==> src/rtl/uart_fifo_ext.sv <==
// rtl/uart_fifo_ext.sv - parametrised FWFT FIFO with level, trigger and sticky error flags
//
// Purpose: byte/word FIFO for the UART TX and RX datapaths. The head entry is
// presented combinationally on rdata (first-word-fall-through).
//
// Ports:
//   clk       in   clock, rising edge
//   reset_n   in   asynchronous active-low reset
//   wdata     in   WIDTH   write data
//   push      in   write request (dropped when full, sets overrun)
//   pop       in   read request, consumes rdata (ignored when empty, sets underrun)
//   flush     in   synchronous clear of pointers; dominates push/pop
//   thresh    in   AW+1    trigger level 0..2^AW
//   err_clr   in   clears overrun/underrun; a same-cycle error event wins
//   rdata     out  WIDTH   head entry
//   empty     out  no entries
//   full      out  2^AW entries
//   level     out  AW+1    occupancy 0..2^AW
//   trig      out  level >= thresh
//   overrun   out  sticky, push attempted while full
//   underrun  out  sticky, pop attempted while empty

module uart_fifo_ext #(
  parameter int WIDTH = 8,
  parameter int AW    = 4
) (
  input  logic             clk,
  input  logic             reset_n,
  input  logic [WIDTH-1:0] wdata,
  input  logic             push,
  input  logic             pop,
  input  logic             flush,
  input  logic [AW:0]      thresh,
  input  logic             err_clr,
  output logic [WIDTH-1:0] rdata,
  output logic             empty,
  output logic             full,
  output logic [AW:0]      level,
  output logic             trig,
  output logic             overrun,
  output logic             underrun
);

  localparam int DEPTH = 1 << AW;

  logic [WIDTH-1:0] mem_q [DEPTH];
  logic [WIDTH-1:0] mem_d [DEPTH];
  logic [AW:0]      wp_q, wp_d;
  logic [AW:0]      rp_q, rp_d;
  logic             overrun_q, overrun_d;
  logic             underrun_q, underrun_d;

  logic             push_ok;
  logic             pop_ok;
  logic             push_err;
  logic             pop_err;

  // Extra wrap bit distinguishes full from empty when the index bits match.
  assign empty = (wp_q == rp_q);
  assign full  = (wp_q[AW-1:0] == rp_q[AW-1:0]) && (wp_q[AW] != rp_q[AW]);
  assign level = wp_q - rp_q;

  // thresh == 0 is always satisfied; thresh above DEPTH can never be reached.
  assign trig  = (level >= thresh);

  assign rdata    = mem_q[rp_q[AW-1:0]];
  assign overrun  = overrun_q;
  assign underrun = underrun_q;

  // Flush suppresses both the transfers and the error events they would cause.
  assign push_ok  = push & ~full  & ~flush;
  assign pop_ok   = pop  & ~empty & ~flush;
  assign push_err = push &  full  & ~flush;
  assign pop_err  = pop  &  empty & ~flush;

  always_comb begin
    mem_d      = mem_q;
    wp_d       = wp_q;
    rp_d       = rp_q;
    overrun_d  = overrun_q;
    underrun_d = underrun_q;

    if (flush) begin
      wp_d = '0;
      rp_d = '0;
    end else begin
      if (push_ok) begin
        mem_d[wp_q[AW-1:0]] = wdata;
        wp_d = wp_q + 1'b1;
      end
      if (pop_ok) begin
        rp_d = rp_q + 1'b1;
      end
    end

    // Clear first so a same-cycle error event overrides it.
    if (err_clr) begin
      overrun_d  = 1'b0;
      underrun_d = 1'b0;
    end
    if (push_err) overrun_d  = 1'b1;
    if (pop_err)  underrun_d = 1'b1;
  end

  always_ff @(posedge clk or negedge reset_n) begin
    if (!reset_n) begin
      for (int i = 0; i < DEPTH; i++) begin
        mem_q[i] <= '0;
      end
      wp_q       <= '0;
      rp_q       <= '0;
      overrun_q  <= 1'b0;
      underrun_q <= 1'b0;
    end else begin
      mem_q      <= mem_d;
      wp_q       <= wp_d;
      rp_q       <= rp_d;
      overrun_q  <= overrun_d;
      underrun_q <= underrun_d;
    end
  end

endmodule
==> config.mk <==
export PLATFORM = sky130hd
export DESIGN_NAME = uart_fifo_ext
export DESIGN_NICKNAME = d
export VERILOG_FILES = /design/src/rtl/uart_fifo_ext.sv
export SDC_FILE = /design/constraint.sdc
export NUM_CORES = 1
export LEC_CHECK = 0
export ABC_AREA = 1
export ABC_CLOCK_PERIOD_IN_PS = 2420
export CORE_ASPECT_RATIO = 0.8
export CORE_UTILIZATION = 55
export CTS_CLUSTER_DIAMETER = 80
export DETAILED_ROUTE_END_ITERATION = 12
export PLACE_DENSITY = 0.81
export SLEW_MARGIN = 20
export SYNTH_ARGS = -nofsm -noshare
export SYNTH_HDL_FRONTEND = slang
export SYNTH_SLANG_ARGS = --single-unit
==> constraint.sdc <==
create_clock -name clk -period 2.42 [get_ports clk]
set_input_delay 0.484 -clock clk [delete_from_list [all_inputs] [get_ports clk]]
set_output_delay 0.484 -clock clk [all_outputs]
set_load 0.02 [all_outputs]
==> results of run 1 <==
## cell type report
class	count	area (µm²)
multi-input cells	784	4300
fillers	948	3790
flip-flops and latches	140	3500
repair buffers	138	1390
inverters	148	576
clock buffers	21	460
well taps	184	230
clock inverters	10	140
repair inverters	1	5.00
## power by group through the flow
stage                     Combinational [mW]  Clock (mW)  Sequential, mW
after floorplan                         1.07           0            2.65
after global placement                  1.69           0            2.66
after detailed placement                1.73           0            2.66
after CTS                               2.04        2.70            2.63
after global routing                    2.58        2.81            2.66
final                                   2.42        2.69            2.64
## kinds of logic after synthesis
family                   share of synthesized area [%]
AND/OR/NAND/NOR                                   41.7
buffers and inverters                             11.4
AO/OA/AOI/OAI                                    0.582
XOR/XNOR                                          1.07
flip-flops                                        42.9
adder cells (fa/ha/maj)                           2.39
## placed cells by master (no fill, tap or decap), types with 9 or more instances in the layout
cell	count
sky130_fd_sc_hd__buf_4	82
sky130_fd_sc_hd__buf_12	9
sky130_fd_sc_hd__inv_2	12
sky130_fd_sc_hd__nand4_1	132
sky130_fd_sc_hd__clkbuf_16	20
sky130_fd_sc_hd__inv_1	130
sky130_fd_sc_hd__nand3_1	66
sky130_fd_sc_hd__buf_6	16
sky130_fd_sc_hd__nand2_1	436
sky130_fd_sc_hd__clkdlybuf4s50_1	20
sky130_fd_sc_hd__dfrtp_1	139
sky130_fd_sc_hd__nand2_2	31
sky130_fd_sc_hd__nor2_2	15
sky130_fd_sc_hd__nand3_2	44
sky130_fd_sc_hd__nand2_4	14
## routing by layer
| metal | vias to the layer above | global-route usage, % |
|---|---|---|
| li1 | 3818 | - |
| met1 | 4096 | 45.7 |
| met2 | 632 | 53.3 |
| met3 | 171 | 7.78 |
| met4 | 0 | 18.4 |
| met5 | - | 0 |
## stage by stage
step                      area, µm²  power (mW)  std cells  worst slack, ns
after global routing          10600        8.04       1426           -0.633
after detailed placement       9110        4.39       1372           -0.634
after CTS                     10100        7.37       1417           -0.502
after global placement         9110        4.35       1372           -0.547
final                         10600        7.75       1426           -0.608
after floorplan                8230        3.72       1144           -0.186
## worst max path at each step
stage	from	to	slack, ns
6_report	wp_q[0]	trig	-0.61
5_1_grt	rp_q[2]	trig	-0.63
2_1_floorplan	wp_q[0]	trig	-0.19
3_5_place_dp	wp_q[0]	trig	-0.63
3_3_place_gp	wp_q[0]	trig	-0.55
4_1_cts	wp_q[0]	trig	-0.50
## worst reg2reg max path, delay by kind of cell, from the launching register on
family | cells | cell delay, ns
simple gates | 6 | 0.77
flops | 1 | 0.38
buf+inv | 5 | 0.84
fa+ha+maj | 1 | 0.28
## registers in the layout (all words and copies together) (netlist names)
name / cells
underrun: 1
overrun: 1
mem_q: 128
wp_q: 5
rp_q: 5
## what timing repair did
item | CTS | global route
cloned | 3 | 4
endpoints found under the setup margin | 15 | 14
pin swaps | 19 | 42
gates resized for setup | 134 | 90
buffers inserted | 11 | 8
==> impl_summary.log, run 1 <==
[metrics] number of vias per cell: 6.11
[metrics] worst-case clock buffer depth: 2
[metrics] detailed-routing iteration count for the pre-antenna-repair pass: 9
[metrics] setup slack after layout: -0.608 ns
[metrics] critical path capture point type: output pin
[metrics] # hold bufs at CTS: 0
[metrics] remaining number of nets flagged by the antenna check after routing: 0
[metrics] Main synth FF type: sky130_fd_sc_hd__dfrtp_1
[metrics] leakage power total: 5.48 nW
[metrics] register share of total power: 34.0%
[metrics] routed length per instance: 19.4 µm
[metrics] fraction of layout cells with a size suffix above 1: 23.3%
[metrics] total grt overflow: 0
[metrics] status: finished, violations left
[metrics] Diodes inserted: 0
[metrics] total internal power: 5.21 mW
[metrics] first-pass GRT wire length: 41300 µm
[metrics] Synth warnings: 0
[metrics] max layer used: met4
[metrics] worst supply voltage drop on vdd: 0.510 mV
[metrics] Worst R2R End: mem_q[127]
[metrics] number of cells produced by synthesis: 1144
[metrics] worst reg2reg path depth: 12
[metrics] height of the die: 111 µm
[metrics] Final Hold Vio Count: 0
[metrics] P&R area growth vs syn: 29.8%
[metrics] clock slew at the register clock pins of the worst setup and hold paths: 0.06 ns
[metrics] Least-Margin Pin Slew: 0.559 ns
[metrics] pin count of the biggest net entering global routing: 101
[metrics] area of the core: 14400 µm²
[metrics] switching share of power: 32.8%
[metrics] detailed-routing wirelength on met1: 10500 µm
[metrics] Switching Power: 2.54 mW
[metrics] sequential area share after synthesis: 42.9%
[metrics] Total Die Area: 15300 µm²
[metrics] DPL Wire Length: 15000 µm
[metrics] Routed met3 length: 3070 µm
[metrics] total power density per cell area: 731 nW/µm²
[metrics] maximum cell stage delay along the critical path: 0.40 ns
[metrics] top cell type by total area after synthesis: sky130_fd_sc_hd__dfrtp_1
[metrics] via count of the routed design: 8717
[metrics] most frequent cell after synthesis: sky130_fd_sc_hd__nand2_1
[metrics] number of levels in the clock H-tree: 4
[metrics] Slew Limit Headroom: 62.7%
[metrics] path length in cells of the critical path: 11
[metrics] detailed-routed wire length on met2: 12500 µm
[metrics] most instantiated cells after synthesis: sky130_fd_sc_hd__nand2_1 (481), sky130_fd_sc_hd__inv_1 (141), sky130_fd_sc_hd__dfrtp_1 (140)
[metrics] Boundary Pins: 37
[metrics] startpoint class of the critical path: flop
[metrics] worst setup path category: reg -> out
[metrics] total wire length after detailed routing: 27600 µm
[metrics] cell family with the largest share of critical-path delay: adder cells
[metrics] violation count after the first detailed-routing iteration: 1113
[metrics] largest fanout on the critical path: 2
[metrics] number of rows in the core area: 39
[metrics] cell at the slowest stage of the critical path: sky130_fd_sc_hd__dfrtp_1
[metrics] number of nets in the layout: 1264
[metrics] final weighted congestion in routability-driven placement: 0.898
[metrics] critical path data arrival time: 2.54 ns
[metrics] final-report max-slew violation count: 0
[metrics] synthesized cell area: 8170 µm²
[metrics] Mapped Nets: 1178
[metrics] Initial Util: 56.8%
[metrics] smallest hold slack: 0.00844 ns
[metrics] worst path cell trace: inv_2, ha_4, inv_2, fa_2, nand3_4, nand2_4, xor2_4, ha_4, nand3_2, o21ai_2, buf_6
[metrics] final total negative setup slack: -2.29 ns
[metrics] setup violators final: 13
[metrics] proportion of power drawn by the clock network: 34.7%
[metrics] final standard cell utilization of the core: 73.7%
[metrics] die span in x: 138 µm
[metrics] minimum period implied by the final worst setup slack: 3.03 ns
[metrics] EDFF count, synth: 0
[metrics] leading cell types by total area after synthesis: sky130_fd_sc_hd__dfrtp_1 (43%), sky130_fd_sc_hd__nand2_1 (22%), sky130_fd_sc_hd__nand4_1 (10%)
[metrics] worst reg2reg path startpoint: rp_q[2]
[metrics] clock tree root buffer cell: sky130_fd_sc_hd__clkbuf_16
[metrics] unrepaired setup endpoints after global routing: yes
[metrics] antenna violations before repair: 0
[metrics] cts bufs inserted: 17
[metrics] Async S/R FF share, synth: 100%
[metrics] Syn Area/Cell: 7.14 µm²
[metrics] count of state elements after synthesis: 140
[metrics] clock latency on the worst-skew pair: 0.43 ns
[metrics] Fin Clk Skew: 0.00713 ns
[metrics] count of different cell masters after synthesis: 22
[metrics] Worst R2R Setup Slack: 0.05 ns
[metrics] violated checks: setup timing
[metrics] share of Yosys cell area claimed by the top area cell type: 42.9%
[metrics] count of unresolved DRC violations after routing: 0
[metrics] count of clock tree sinks: 140
[metrics] combinational cell fraction of total power: 31.3%
[metrics] gr usage total: 34.6%
[metrics] input/output buffers: 36
[metrics] CTS tree: done
[metrics] total buffers and inverters traversed by the critical path: 3
[metrics] Req. time, crit path: 1.94 ns
[metrics] maximum clock rate: 330 MHz
[metrics] MaxCap Viol Count: 0
[metrics] worst hold path type: in -> async
[metrics] vias in the first global route: 8117
[metrics] final critical-path share of the clock period: 125%
Note: power is estimated with default switching activity, not from simulation.
==> inputs of run 2 (changes only) <==
--- a/config.mk
+++ b/config.mk
@@ -6,12 +6,13 @@
 export NUM_CORES = 1
 export LEC_CHECK = 0
 export ABC_AREA = 1
-export ABC_CLOCK_PERIOD_IN_PS = 2420
+export ABC_CLOCK_PERIOD_IN_PS = 2800
 export CORE_ASPECT_RATIO = 0.8
 export CORE_UTILIZATION = 55
 export CTS_CLUSTER_DIAMETER = 80
 export DETAILED_ROUTE_END_ITERATION = 12
-export PLACE_DENSITY = 0.81
+export DONT_BUFFER_PORTS = 1
+export PLACE_DENSITY = 0.75
 export SLEW_MARGIN = 20
 export SYNTH_ARGS = -nofsm -noshare
 export SYNTH_HDL_FRONTEND = slang
==> constraint.sdc (replaced) <==
create_clock -name clk -period 2.8 [get_ports clk]
set_input_delay 0.56 -clock clk [delete_from_list [all_inputs] [get_ports clk]]
set_output_delay 0.56 -clock clk [all_outputs]
set_load 0.02 [all_outputs]
==> run 2 against run 1 <==
The run ends with DRC, hold timing, setup timing left. Critical path type unchanged. Sequential cell count unchanged. Design area decreased by 14%. Utilization decreased by 10 points. Combinational power decreased by 47%. Critical path depth decreased by 1. Sequential power decreased by 14%. First-iteration DRC count decreased by 33%.
==> impl_summary.log, run 2 (same netlist as run 1, synthesis figures left out) <==
[metrics] number of nets in the layout: 1164
[metrics] cell at the slowest stage of the critical path: sky130_fd_sc_hd__dfrtp_1
[metrics] Largest register FFs: 128
[metrics] Boundary Pins: 37
[metrics] height of the die: 111 µm
[metrics] MaxCap Viol Count: 0
[metrics] gr usage total: 31.0%
[metrics] most common cell after layout, fill and taps aside: sky130_fd_sc_hd__nand2_1
[metrics] maximum cell stage delay along the critical path: 0.39 ns
[metrics] vias in the first global route: 6951
[metrics] final standard cell area without fillers: 9150 µm²
[metrics] routed length per instance: 17.0 µm
[metrics] final total negative setup slack: -0.124 ns
[metrics] detailed-routing iteration count for the pre-antenna-repair pass: 9
[metrics] Worst R2R Setup Slack: 0.55 ns
[metrics] smallest hold slack: -0.174 ns
[metrics] startpoint class of the critical path: flop
[metrics] unrepaired setup endpoints after global routing: yes
[metrics] setup violators final: 1
[metrics] clock slew at the register clock pins of the worst setup and hold paths: 0.06 ns
[metrics] count of clock tree sinks: 140
[metrics] via count of the routed design: 7554
[metrics] Req. time, crit path: 2.24 ns
[metrics] violated checks: DRC, hold timing, setup timing
[metrics] setup slack after placement: 0.145 ns
[metrics] Initial Util: 56.8%
[metrics] Slew Limit Headroom: 59.2%
[metrics] highest-count cells in the layout ignoring fill and taps: sky130_fd_sc_hd__nand2_1 (479), sky130_fd_sc_hd__inv_1 (138), sky130_fd_sc_hd__dfrtp_1 (138)
[metrics] first-pass GRT wire length: 36700 µm
[metrics] setup slack after layout: -0.124 ns
[metrics] total grt overflow: 0
[metrics] minimum period implied by the final worst setup slack: 2.92 ns
[metrics] clock latency on the worst-skew pair: 0.43 ns
[metrics] final standard cell utilization of the core: 63.5%
[metrics] largest registers: mem_q (128), rp_q (5), wp_q (5)
[metrics] Worst R2R End: mem_q[8]
[metrics] worst hold path type: in -> async
[metrics] status: finished, violations left
[metrics] total buffers and inverters traversed by the critical path: 3
[metrics] worst-case clock buffer depth: 2
[metrics] Least-Margin Pin Slew: 0.610 ns
[metrics] Diodes inserted: 0
[metrics] total wire length after detailed routing: 22600 µm
[metrics] worst reg2reg path depth: 9
[metrics] final critical-path share of the clock period: 104%
[metrics] pin count of the biggest net entering global routing: 141
[metrics] DPL Wire Length: 13800 µm
[metrics] CTS tree: done
[metrics] fraction of layout cells with a size suffix above 1: 11.1%
[metrics] Most flops, register: mem_q
[metrics] violation count after the first detailed-routing iteration: 743
[metrics] Fin Clk Skew: 0.00650 ns
[metrics] largest fanout on the critical path: 2
[metrics] P&R area growth vs syn: 11.9%
[metrics] input/output buffers: 0
[metrics] worst supply voltage drop on vdd: 0.479 mV
[metrics] maximum clock rate: 342 MHz
[metrics] remaining number of nets flagged by the antenna check after routing: 0
[metrics] leakage power total: 4.87 nW
[metrics] antenna violations before repair: 0
[metrics] worst path cell trace: inv_2, ha_4, inv_2, fa_2, buf_6, xor2_2, ha_4, a21o_1, a21oi_2, o21ai_4
[metrics] number of vias per cell: 5.69
[metrics] worst reg2reg path startpoint: rp_q[3]
[metrics] post-layout instance count excluding filler cells: 1327
[metrics] dpl cells: 1288
[metrics] cts bufs inserted: 17
[metrics] critical path data arrival time: 2.36 ns
[metrics] cell family with the largest share of critical-path delay: adder cells
[metrics] die span in x: 138 µm
[metrics] total power density per cell area: 645 nW/µm²
[metrics] count of unresolved DRC violations after routing: 4
[metrics] critical path capture point type: output pin
[metrics] number of rows in the core area: 39
[metrics] final weighted congestion in routability-driven placement: 0.857
[metrics] clock tree root buffer cell: sky130_fd_sc_hd__clkbuf_16
[metrics] Total Die Area: 15300 µm²
[metrics] number of levels in the clock H-tree: 4
[metrics] Post-DP Area: 8360 µm²
[metrics] Final Hold Vio Count: 140
[metrics] final-report max-slew violation count: 0
[metrics] Filler Cell Count: 1270
[metrics] area of the core: 14400 µm²
[metrics] worst setup path category: reg -> out
## run 2: cell type report
type | count | area [µm²] | area share, %
clock inverter | 6 | 80.1 | 0.876
multi-input combinational | 784 | 3880 | 42.4
inverter | 148 | 556 | 6.07
sequential | 140 | 3510 | 38.3
timing repair buffer | 39 | 363 | 3.97
clock buffer | 26 | 529 | 5.79
tap | 184 | 230 | 2.52
## run 2: timing repair
item	4_1_cts	5_1_grt
hold endpoints to repair	140	140
pin swaps	9	8
setup endpoints to repair	9	8
resized for setup	14	11
setup buffers	2	5
## run 2: metal layers
metal,wire length (µm),track usage (%),up-vias
met5,0,0,-
met4,503,11.8,0
met3,1960,5.87,45
met2,10000,46.3,296
met1,10100,44.8,3584
li1,-,-,3629
## run 2: how the worst max path moves through the flow
stage                        from    to  slack, ns  cells past startpoint
after floorplan           rp_q[1]  trig      0.006                     11
after global placement    wp_q[0]  trig       0.18                     10
after detailed placement  wp_q[0]  trig       0.14                     10
after CTS                 wp_q[0]  trig      -0.16                     10
after global routing      wp_q[0]  trig      -0.20                     10
final                     wp_q[0]  trig      -0.12                     10
## run 2: per-stage QoR
| step | power (mW) | hold WS, ns |
|---|---|---|
| 4_1_cts | 5.84 | -0.186 |
| 3_5_place_dp | 3.47 | 0.268 |
| 5_1_grt | 6.17 | -0.184 |
| 2_1_floorplan | 3.20 | 0.264 |
| 3_3_place_gp | 3.45 | 0.269 |
| 6_report | 5.90 | -0.174 |
## run 2: report_power, final
| part | leakage (nW) | switching, mW | internal (mW) |
|---|---|---|---|
| registers | 1.91 | 0.0937 | 2.18 |
| clock network | 0.306 | 0.866 | 1.47 |
| logic | 2.66 | 0.841 | 0.440 |
| total | 4.87 | 1.80 | 4.09 |
==> inputs of run 3 (changes only) <==
--- a/config.mk
+++ b/config.mk
@@ -10,6 +10,7 @@
 export CORE_ASPECT_RATIO = 0.8
 export CORE_UTILIZATION = 55
 export CTS_CLUSTER_DIAMETER = 80
+export CTS_CLUSTER_SIZE = 8
 export DETAILED_ROUTE_END_ITERATION = 12
 export DONT_BUFFER_PORTS = 1
 export PLACE_DENSITY = 0.75
==> results of run 3 <==
Same layout as run 2: the final DEF is identical, and so are final timing and power.
